===== src/rtl/magic_nor_sequencer.sv =====
// magic_nor_sequencer: steps a stored list of MAGIC NOR / inverter gates through a
// memristive crossbar. Each gate is a FETCH, then an INIT and an EVAL phase, each
// closed by xbar_ack. All outputs are registered.
// Optional feature: define MAGIC_HAZARD_CHECK_EN to abort on a gate whose output
// column aliases one of its input columns (sets sticky err, no done pulse).
module magic_nor_sequencer #(
  parameter int unsigned COL_W      = 5,
  parameter int unsigned PROG_DEPTH = 16
) (
  input  logic             clk,
  input  logic             rst_n,
  input  logic             prog_we,
  input  logic [3:0]       prog_addr,
  input  logic [15:0]      prog_data,
  input  logic [4:0]       prog_len,
  input  logic             start,
  input  logic             xbar_ack,
  output logic             busy,
  output logic             done,
  output logic             err,
  output logic             xbar_init,
  output logic             xbar_eval,
  output logic             xbar_inv,
  output logic [COL_W-1:0] xbar_col_a,
  output logic [COL_W-1:0] xbar_col_b,
  output logic [COL_W-1:0] xbar_col_d,
  output logic [3:0]       gate_idx
);

  typedef enum logic [2:0] {StIdle, StFetch, StInit, StEval, StDone} state_e;

  state_e           state_q;
  logic [15:0]      mem_q [PROG_DEPTH];
  logic [15:0]      op_q;
  logic [3:0]       pc_q;
  logic [4:0]       len_q;
  logic             busy_q, done_q, init_q, eval_q, inv_q;
  logic [COL_W-1:0] col_a_q, col_b_q, col_d_q;

  logic [15:0]      fetch_word;
  logic [4:0]       len_clamp;
  logic             last_gate;

  assign fetch_word = mem_q[pc_q];
  assign len_clamp  = (prog_len > 5'(PROG_DEPTH)) ? 5'(PROG_DEPTH) : prog_len;
  assign last_gate  = ({1'b0, pc_q} == (len_q - 5'd1));

`ifdef MAGIC_HAZARD_CHECK_EN
  logic hazard;
  logic err_q;
  // Output column must not alias an input column that the gate actually reads.
  assign hazard = (fetch_word[4:0] == fetch_word[14:10]) ||
                  (fetch_word[15] && (fetch_word[4:0] == fetch_word[9:5]));
  assign err    = err_q;
`else
  assign err    = 1'b0;
`endif

  // Program store; deliberately has no reset so the program survives rst_n.
  always_ff @(posedge clk) begin
    if (prog_we && !busy_q && (32'(prog_addr) < PROG_DEPTH)) begin
      mem_q[prog_addr] <= prog_data;
    end
  end

  // Sequencer FSM with registered crossbar/status outputs.
  always_ff @(posedge clk or negedge rst_n) begin
    if (!rst_n) begin
      state_q <= StIdle;
      pc_q    <= '0;
      len_q   <= '0;
      op_q    <= '0;
      busy_q  <= 1'b0;
      done_q  <= 1'b0;
      init_q  <= 1'b0;
      eval_q  <= 1'b0;
      inv_q   <= 1'b0;
      col_a_q <= '0;
      col_b_q <= '0;
      col_d_q <= '0;
`ifdef MAGIC_HAZARD_CHECK_EN
      err_q   <= 1'b0;
`endif
    end else begin
      unique case (state_q)
        StIdle: begin
          if (start) begin
`ifdef MAGIC_HAZARD_CHECK_EN
            err_q <= 1'b0;
`endif
            len_q <= len_clamp;
            pc_q  <= '0;
            if (len_clamp == 5'd0) begin
              state_q <= StDone;
              done_q  <= 1'b1;
            end else begin
              state_q <= StFetch;
              busy_q  <= 1'b1;
            end
          end
        end
        StFetch: begin
          op_q    <= fetch_word;
          state_q <= StInit;
          init_q  <= 1'b1;
          col_d_q <= COL_W'(fetch_word[4:0]);
`ifdef MAGIC_HAZARD_CHECK_EN
          // Later assignments override the INIT setup above.
          if (hazard) begin
            err_q   <= 1'b1;
            busy_q  <= 1'b0;
            init_q  <= 1'b0;
            col_d_q <= '0;
            state_q <= StIdle;
          end
`endif
        end
        StInit: begin
          if (xbar_ack) begin
            state_q <= StEval;
            init_q  <= 1'b0;
            eval_q  <= 1'b1;
            inv_q   <= ~op_q[15];
            col_a_q <= COL_W'(op_q[14:10]);
            // inv1 drives both inputs from the same column.
            col_b_q <= op_q[15] ? COL_W'(op_q[9:5]) : COL_W'(op_q[14:10]);
          end
        end
        StEval: begin
          if (xbar_ack) begin
            eval_q  <= 1'b0;
            inv_q   <= 1'b0;
            col_a_q <= '0;
            col_b_q <= '0;
            col_d_q <= '0;
            if (last_gate) begin
              state_q <= StDone;
              busy_q  <= 1'b0;
              done_q  <= 1'b1;
            end else begin
              pc_q    <= pc_q + 4'd1;
              state_q <= StFetch;
            end
          end
        end
        StDone: begin
          done_q  <= 1'b0;
          state_q <= StIdle;
        end
        default: state_q <= StIdle;
      endcase
    end
  end

  assign busy       = busy_q;
  assign done       = done_q;
  assign xbar_init  = init_q;
  assign xbar_eval  = eval_q;
  assign xbar_inv   = inv_q;
  assign xbar_col_a = col_a_q;
  assign xbar_col_b = col_b_q;
  assign xbar_col_d = col_d_q;
  assign gate_idx   = pc_q;

endmodule


===== config.mk =====
export PLATFORM = sky130hd
export DESIGN_NAME = magic_nor_sequencer
export DESIGN_NICKNAME = d
export VERILOG_FILES = /design/src/rtl/magic_nor_sequencer.sv
export SDC_FILE = /design/constraint.sdc
export NUM_CORES = 1
export LEC_CHECK = 0
export BUFFER_PORTS_ARGS = -buffer_cell sky130_fd_sc_hd__buf_2
export CELL_PAD_IN_SITES_DETAIL_PLACEMENT = 1
export CELL_PAD_IN_SITES_GLOBAL_PLACEMENT = 2
export CORE_ASPECT_RATIO = 0.5
export CORE_MARGIN = 1.5
export CORE_UTILIZATION = 51
export DETAILED_ROUTE_END_ITERATION = 12
export PLACE_DENSITY_LB_ADDON = 0.15
export SLEW_MARGIN = 20
export SYNTH_ARGS = -nofsm -noshare
export SYNTH_HDL_FRONTEND = slang
export SYNTH_SLANG_ARGS = --single-unit

===== constraint.sdc =====
create_clock -name clk -period 7.2 [get_ports clk]
set_input_delay 1.08 -clock clk [delete_from_list [all_inputs] [get_ports clk]]
set_output_delay 1.08 -clock clk [all_outputs]
set_load 0.02 [all_outputs]

==> results.yml <==
global_route:
  grt_pass1_vias: 6096
  grt_max_degree: 69
  antenna_found_initial: 0
  grt_overflow: 0
  grt_first_pass_wirelength_um: 39300
  gr-usage-all-layers_pct: 22.4
critical_path:
  r2r_slack_ns: 4.25
  required_ns: 6.12
  critPathLaunch: "gate_idx[1]$_DFFE_PN0P_"
  end_kind: "primary output"
  r2r_start: "gate_idx[0]$_DFFE_PN0P_"
  cp_max_fo: 68
  worstSetupPathType: "reg -> out"
  critPathArrivalTime_ns: 1.99
  reg2reg_to: "xbar_col_d[0]$_DFFE_PN0P_"
  reg2reg_depth: 5
  start_kind: "register"
  crit_end: "gate_idx[1]"
final_layout:
  syn_to_final_growth_pct: 12.5
  fin_nets: 687
  register_area_um2: 8770
  fillers: 2008
  drive_gt1_share_pct: 28.3
  multi_input_area_um2: 2890
timing:
  rsz0062_at_grt: "false"
  setup_ws_ns: 4.13
  slew_viol_final: 0
  fin_crit_sh_pct: 42.6
  fmax_ghz: 0.326
  finalSetupTns_ns: 0
  hold_violations: 0
  skew_ns: 0.0188
  min_period_ns: 3.07
  max-slew-margin-rel_pct: 26.2
  setup_viol: 0
  tightestPinTransition_ns: 1.11
floorplan:
  die_h_um: 110
  row_count: 39
  coreArea_um2: 22700
  io_pins: 55
  dieArea_um2: 24100
  dieWidth_um: 218
  floorplan.initialDensity_pct: 51.8
pwr:
  seqPwrFrac_pct: 46.7
  p_sw_share_pct: 29.2
  p_sw_uw: 1350
  clockPowerShare_pct: 31.2
  leakage_uw: 0.00437
  power_frac_comb_pct: 22.1
  ir_drop_mv: 0.232
  p_per_area_nw_per_um2: 349
  internal_power_uw: 3270
synthesis:
  synth_top_area_share_pct: 65.2
  yosysSeqAreaShare_pct: 74.4
  synth_ff_type: "edfxtp_1"
  synth.largest_area_cell: "edfxtp_1"
  yosysUniqueCellTypes: 50
  synth_area_leaders: "edfxtp_1 (65%), mux4_2 (12%), dfrtp_1 (9.1%)"
  synthArstFlopShare_pct: 14.4
  syn_avg_cell_area_um2: 19.7
  synth_warnings: 0
  syn_inst: 598
  syn-cell-area_um2: 11800
  ys_ff_latch: 299
  synth_edf_count: 256
  synth_fp_nets: 630
clock_network:
  cts-root-buf: "clkbuf_16"
  cts_sinks: 299
  ctsHoldBuffers: 0
  numCtsBuffers: 27
  htreeDepth: 1
  worstSkewPairLatency_ns: 0.57
  cts_resized: 0
  cts_tree: "built"
  cts_setup_buffers: 0
  ctsLongestPathBuffers: 3
  clk_pin_slew_worst_paths_ns: 0.07
placed_design:
  place_ws_ns: 4.15
  hpwl_um: 15500
  gp_congestion: 0.715
  io_buffer_count: 53
drt:
  ant_nets: 0
  totalWireLength_um: 25800
  vias: 5868
  via_per_inst: 5.97
  drt_iter0_drc: 511
  wl_per_cell_um: 26.2
  drtPass1Iterations: 4
  drc_errors: 0
flow_run:
  max_cap_viol_count: 0
hold_path:
  hold_path_class: "reg -> reg"
outcome:
  status: "completed"
[worst min-delay path by stage]
stage | from | endpoint | slack (ns) | cells past startpoint
final | xbar_eval$_DFFE_PN0P_ | xbar_eval$_DFFE_PN0P_ | 0.48 | 2
after global routing | xbar_col_a[2]$_DFFE_PN0P_ | xbar_col_a[2]$_DFFE_PN0P_ | 0.51 | 2
after CTS | xbar_inv$_DFFE_PN0P_ | xbar_inv$_DFFE_PN0P_ | 0.48 | 2
after detailed placement | xbar_inv$_DFFE_PN0P_ | xbar_inv$_DFFE_PN0P_ | 0.47 | 2
after global placement | xbar_eval$_DFFE_PN0P_ | xbar_eval$_DFFE_PN0P_ | 0.46 | 2
after floorplan | op_q[9]$_DFFE_PN0P_ | op_q[9]$_DFFE_PN0P_ | 0.46 | 2
[cell usage in the layout, fill, tap and decap left out, types with 5 or more instances in the layout]
cell type  Yosys  routed
edfxtp_1     256     256
mux4_2        64      64
buf_2         10      53
dfrtp_1       43      40
mux2i_1       38      38
nand2_1       30      30
clkbuf_16      0      27
o21ai_0       15      15
a2bb2oi_1     11      11
nand2b_1      10      10
nor2_2         0       8
clkbuf_1      10       8
buf_4          4       8
nand3b_1       7       7
nor2_1        18       6
o31ai_1        6       6
o21ai_1        6       6
a21o_1         6       6
o22ai_1        5       5
[stage by stage]
stage	power [uW]	cells	hold WS [ns]	cell area, um2	utilization [%]
floorplan	2920	598	0.463	11800	-
global placement	3200	933	0.457	12400	54.4
detailed placement	3220	933	0.469	12400	54.4
CTS	4660	982	0.485	13200	58.2
global route	4810	982	0.511	13300	58.3
finish	4620	983	0.477	13300	58.3
[cells by family after synthesis]
kind of cell    after synthesis  share of synthesized area, %
compound gates               63                          3.85
flops                       299                          74.4
xor+xnor                      5                         0.372
mux                         104                          15.6
buf+inv                      36                          1.71
other cells                   1                        0.0318
simple gates                 88                          3.82
fa+ha+maj                     2                         0.212
[state kept, by name, summed over array words and instances (netlist names)]
signal      flops
busy            1
done            1
gate_idx        4
len_q           5
mem_q         256
op_q           11
state_q         3
xbar_col_a      5
xbar_col_b      5
xbar_col_d      5
xbar_eval       1
xbar_init       1
xbar_inv        1
[metal layers]
layer / track usage (%) / part of all wire (%) / wire, um
met5: 0 / 0 / 0
met4: 4.64 / 1.6 / 423
met3: 5.87 / 7.3 / 1890
met2: 29.9 / 41 / 10500
met1: 36.8 / 50 / 12900
[power groups by stage]
stage | Clock, uW | Sequential (uW) | Combinational [uW]
3_5_place_dp | 0 | 2200 | 1030
6_report | 1440 | 2160 | 1020
5_1_grt | 1520 | 2180 | 1110
3_3_place_gp | 0 | 2190 | 1010
2_1_floorplan | 0 | 2160 | 762
4_1_cts | 1460 | 2160 | 1030
[final cells by class]
type	instances	area share [%]
Clock inverter	11	0.953
Tap cell	307	2.90
Clock buffer	38	5.63
Inverter	3	0.0849
Antenna cell	1	0.0189
Sequential cell	299	66.1
Multi-Input combinational cell	263	21.8
Timing Repair Buffer	61	2.45
[worst max-delay path, cell delays in order, from the launching register on]
cell and delay, ns:
dfrtp_2 0.35, buf_4 0.76, buf_2 0.31
[synth_stat cells (2+ instances only)]
library cell / number
or2_1: 2
buf_6: 3
xor2_1: 2
o31ai_1: 6
a2bb2oi_1: 11
inv_1: 3
o21ai_1: 6
buf_2: 10
nand3b_1: 7
nand2_1: 30
mux2_2: 2
o21ai_0: 15
ha_1: 2
buf_4: 4
a21o_1: 6
nand4b_1: 2
clkbuf_1: 10
dfrtp_1: 43
nand2b_1: 10
a21oi_1: 4
xnor2_1: 3
nand3_1: 2
nor2_1: 18
and3_1: 2
o22ai_1: 5
mux2i_1: 38
nor3_1: 7
mux4_2: 64
edfxtp_1: 256
buf_1: 5
Power figures use the tool's default switching activity.
